[src/rtl/alu_issue_wb.sv]
// Issue/writeback stage around a combinational ALU: EX operand register,
// RES result register, 4-entry register file with retire-to-issue forwarding.
module alu_issue_wb #(
  parameter int DATA_W = 8,
  parameter int NREG   = 4,
  parameter int RA_W   = 2
) (
  input  logic              clk,
  input  logic              rst_n,
  input  logic              ins_valid,
  output logic              ins_ready,
  input  logic [3:0]        ins_op,
  input  logic [RA_W-1:0]   ins_ra,
  input  logic [RA_W-1:0]   ins_rb,
  input  logic [RA_W-1:0]   ins_rd,
  input  logic              ins_we,
  input  logic              ins_imm_en,
  input  logic [DATA_W-1:0] ins_imm,
  output logic [DATA_W-1:0] in_a,
  output logic [DATA_W-1:0] in_b,
  output logic [3:0]        opcode,
  input  logic [DATA_W-1:0] alu_out,
  input  logic              alu_zero,
  input  logic              alu_carry,
  output logic              res_valid,
  input  logic              res_ready,
  output logic [DATA_W-1:0] res_data,
  output logic              res_zero,
  output logic              res_carry,
  output logic              flag_z,
  output logic              flag_c,
  input  logic [RA_W-1:0]   dbg_addr,
  output logic [DATA_W-1:0] dbg_data
);

  logic [DATA_W-1:0] rf_q [NREG];
  logic              ex_valid_q;
  logic              ex_we_q;
  logic [RA_W-1:0]   ex_rd_q;
  logic [DATA_W-1:0] in_a_q, in_b_q;
  logic [3:0]        op_q;
  logic              res_valid_q, res_zero_q, res_carry_q;
  logic [DATA_W-1:0] res_data_q;
  logic              flag_z_q, flag_c_q;

  logic              ex_adv, retire, accept, rf_wr;
  logic [DATA_W-1:0] op_a_d, op_b_d;

  assign ex_adv    = !res_valid_q || res_ready;
  assign ins_ready = !ex_valid_q || ex_adv;
  assign accept    = ins_valid && ins_ready;
  assign retire    = ex_valid_q && ex_adv;
  assign rf_wr     = retire && ex_we_q;

  // The retiring write lands on the same edge as the issue read, so bypass it.
  always_comb begin
    op_a_d = rf_q[ins_ra];
    op_b_d = rf_q[ins_rb];
    if (rf_wr && (ex_rd_q == ins_ra)) op_a_d = alu_out;
    if (rf_wr && (ex_rd_q == ins_rb)) op_b_d = alu_out;
    if (ins_imm_en)                   op_b_d = ins_imm;
  end

  always_ff @(posedge clk or negedge rst_n) begin
    if (!rst_n) begin
      for (int i = 0; i < NREG; i++) rf_q[i] <= '0;
    end else if (rf_wr) begin
      rf_q[ex_rd_q] <= alu_out;
    end
  end

  always_ff @(posedge clk or negedge rst_n) begin
    if (!rst_n) begin
      ex_valid_q <= 1'b0;
      ex_we_q    <= 1'b0;
      ex_rd_q    <= '0;
      in_a_q     <= '0;
      in_b_q     <= '0;
      op_q       <= '0;
    end else if (accept) begin
      ex_valid_q <= 1'b1;
      ex_we_q    <= ins_we;
      ex_rd_q    <= ins_rd;
      in_a_q     <= op_a_d;
      in_b_q     <= op_b_d;
      op_q       <= ins_op;
    end else if (ex_adv) begin
      ex_valid_q <= 1'b0;
    end
  end

  always_ff @(posedge clk or negedge rst_n) begin
    if (!rst_n) begin
      res_valid_q <= 1'b0;
      res_data_q  <= '0;
      res_zero_q  <= 1'b0;
      res_carry_q <= 1'b0;
      flag_z_q    <= 1'b0;
      flag_c_q    <= 1'b0;
    end else if (retire) begin
      res_valid_q <= 1'b1;
      res_data_q  <= alu_out;
      res_zero_q  <= alu_zero;
      res_carry_q <= alu_carry;
      flag_z_q    <= alu_zero;
      flag_c_q    <= alu_carry;
    end else if (res_ready) begin
      res_valid_q <= 1'b0;
    end
  end

  assign in_a      = in_a_q;
  assign in_b      = in_b_q;
  assign opcode    = op_q;
  assign res_valid = res_valid_q;
  assign res_data  = res_data_q;
  assign res_zero  = res_zero_q;
  assign res_carry = res_carry_q;
  assign flag_z    = flag_z_q;
  assign flag_c    = flag_c_q;
  assign dbg_data  = rf_q[dbg_addr];

endmodule

[config.mk]
export PLATFORM = sky130hd
export DESIGN_NAME = alu_issue_wb
export DESIGN_NICKNAME = d
export VERILOG_FILES = /design/src/rtl/alu_issue_wb.sv
export SDC_FILE = /design/constraint.sdc
export NUM_CORES = 1
export LEC_CHECK = 0
export ABC_AREA = 1
export ABC_CLOCK_PERIOD_IN_PS = 4100
export CAP_MARGIN = 30
export CORE_MARGIN = 1.5
export CORE_UTILIZATION = 55
export DETAILED_ROUTE_END_ITERATION = 10
export GPL_TIMING_DRIVEN = 1
export PLACE_DENSITY = 0.86
export SYNTH_ARGS = -nofsm -noshare
export SYNTH_HDL_FRONTEND = slang
export SYNTH_SLANG_ARGS = --single-unit
[constraint.sdc]
create_clock -name clk -period 4.1 [get_ports clk]
set_input_delay 1.025 -clock clk [delete_from_list [all_inputs] [get_ports clk]]
set_output_delay 1.025 -clock clk [all_outputs]
set_load 0.1 [all_outputs]
==> flow_summary.ini <==
[clock_tree]
root_buffer = clkbuf_8
cts_tree = yes
cts_sinks = 67
clk_pin_slew_ps = 70
cts_setup_buffers = 0
cts_buffers = 9
clockBufferDepth = 2
cts_resized = 0
clkLatencyLatePin_ps = 350
holdBufCountCts = 0
h-tree-depth = 3

[route]
drt-met1-wl_mm = 4.50
met2_length_mm = 5.31
vias = 3648
drt_wl_total_mm = 10.9
post_drt_wl_per_cell_um = 16.8
dr.first_iter.drc_count = 293
ant_nets = 0
dr_wl_met3_um = 843
highest-signal-layer = met4
drtPass1Iterations = 5
vias_per_cell = 5.63
drc = 0

[global_routing]
grt.total_usage_pct = 32.2
grt_max_degree = 45
grt_overflow = 0
grt_pass1_vias = 3377
grt_pass1_wl_mm = 17.4
antenna_found_initial = 0

[critical_path]
cp_top_family = buffers and inverters
crit_start = dbg_addr[0]
cp.arrival_ps = 2500
crit_slowest_cell = clkdlybuf4s50_1
required_ps = 3070
r2r_start = res_valid
setup.worst_path.end_class = primary output
critPathMaxFanout = 24
path_class = in2out
r2r_cells = 5
r2r_slack_ps = 1750
critPathBufInv = 3
startpoint_type = input pin
crit_path_cell_trace = clkdlybuf4s50_1 -> inv_1 -> o21ai_0 -> a21oi_1 -> a21oi_2 -> buf_12
max_stage_delay_ps = 480
r2r-end = rf_q[27]

[sta]
max_freq_mhz = 284
finalMaxSlewViolations = 0
max-slew-margin-rel_pct = 34.5
rsz0062_at_grt = false
fin_setup_tns_ps = 0
timing.final.setup_violations = 0
worst_slew_pin_slew_ps = 980
period_minus_slack_ps = 3520
hold_viol_final = 0
timing.final.crit_share_pct = 86.0
skew_ps = 11.6

[power_and_ir_drop]
combPwrFrac_pct = 51.6
power_density_nw_per_um2 = 740
total_power_uw = 3470
p_int_uw = 1680
seqPwrFrac_pct = 32.3
power.leakage_uw = 0.00228
irDropWorstVdd_mv = 0.653
p_clk_share_pct = 16.1
switching_share_pct = 51.5
power_switching_uw = 1790

[layout]
syn_to_final_growth_pct = 30.0
drive_above_1_share_pct = 8.41
fin_nets = 602
layout_commonest_cell = nand2_1
final_cell_mix = nand2_1 (153), o21ai_0 (72), dfrtp_1 (67), clkdlybuf4s50_1 (67), inv_1 (56)
diodes = 0

[flow_run]
max-cap-violations = 0

[floorplanning]
num_io_pins = 78
core_area_um2 = 6350
initial_core_util_pct = 56.8
die_width_um = 84.0
die_area_um2 = 7050
die_h_um = 84.0
rows = 29

[synthesis]
avgSynthCellArea_um2 = 7.23
yosysSeqAreaShare_pct = 46.5
syn_inst = 499
syn_nets = 535
ys_ff_latch = 67
yosys_warnings = 0
synth.distinct_cells = 21
synth_area_um2 = 3610

[status]
outcome = finished clean

[worst_hold_path]
min_path_type = in2async

[placement]
gp_congestion = 0.956
io_buffers = 77
dp_hpwl_mm = 7.78
-- worst max path at each step --
stage / endpoint / slack [ps] / cells past startpoint
2_1_floorplan: dbg_data[0] / 520 / 5
3_3_place_gp: dbg_data[7] / 680 / 6
3_5_place_dp: dbg_data[3] / 590 / 6
4_1_cts: dbg_data[3] / 590 / 6
5_1_grt: dbg_data[0] / 400 / 6
6_report: dbg_data[3] / 580 / 6
-- cells by family (layout without fill, tap and decap cells) --
logic type	count (synthesis)	in the layout	synth area share, %
buf+inv	86	158	9.99
compound gates	129	129	18.2
flops	67	67	46.5
simple gates	213	213	24.2
mux	2	2	0.624
xor+xnor	2	2	0.486
-- through the flow --
stage | cells | utilization (%) | cell area [µm²] | setup slack (ps) | hold slack [ps]
2_1_floorplan | 499 | - | 3640 | 517 | 453
5_1_grt | 648 | 73.9 | 4690 | 405 | 490
4_1_cts | 647 | 73.6 | 4670 | 585 | 488
6_report | 648 | 73.9 | 4690 | 575 | 481
3_5_place_dp | 631 | 70.5 | 4480 | 590 | 469
3_3_place_gp | 631 | 70.5 | 4480 | 683 | 464
-- flip-flops by register name, indices dropped and copies added (netlist names) --
name / flops
in_b: 8
res_valid: 1
opcode: 4
rf_q: 32
ex_rd_q: 2
res_data: 8
ex_valid_q: 1
ex_we_q: 1
res_carry: 1
in_a: 8
flag_z: 1
-- cell usage after synthesis --
cell type | number | area (µm²)
buf_2 | 12 | 60.1
a21oi_1 | 53 | 265
dfrtp_1 | 67 | 1680
clkinv_1 | 1 | 3.75
buf_4 | 4 | 30.0
nor2_1 | 16 | 60.1
nand2_2 | 1 | 6.26
o21ai_0 | 72 | 360
buf_6 | 1 | 11.3
nand2_1 | 153 | 574
xor2_1 | 2 | 17.5
nand3_1 | 40 | 200
o21ai_1 | 1 | 5.00
inv_2 | 2 | 7.51
nor2_4 | 2 | 22.5
mux2_2 | 2 | 22.5
nand2_4 | 1 | 11.3
o211ai_1 | 1 | 7.51
inv_1 | 56 | 210
a21oi_2 | 2 | 17.5
clkbuf_1 | 10 | 37.5
-- layout make-up --
type	instances	area, µm²
flip-flops and latches	67	1680
clock buffers	12	145
repair buffers	83	901
clock inverters	4	50.0
inverters	59	221
multi-input cells	346	1600
well taps	77	96.3
fillers	496	1660
-- per-layer routing --
metal	up-vias	track usage, %
met2	187	53.2
met1	1712	44.2
met4	0	9.99
met5	-	0
li1	1729	-
met3	20	4.75
-- power groups by stage --
| stage | Combinational (µW) | Sequential [µW] | Clock [µW] |
|---|---|---|---|
| 2_1_floorplan | 754 | 1610 | 0 |
| 3_3_place_gp | 1750 | 1110 | 0 |
| 3_5_place_dp | 1780 | 1120 | 0 |
| 4_1_cts | 1790 | 1110 | 561 |
| 5_1_grt | 1900 | 1150 | 584 |
| 6_report | 1790 | 1120 | 560 |
Power figures use the tool's default switching activity.
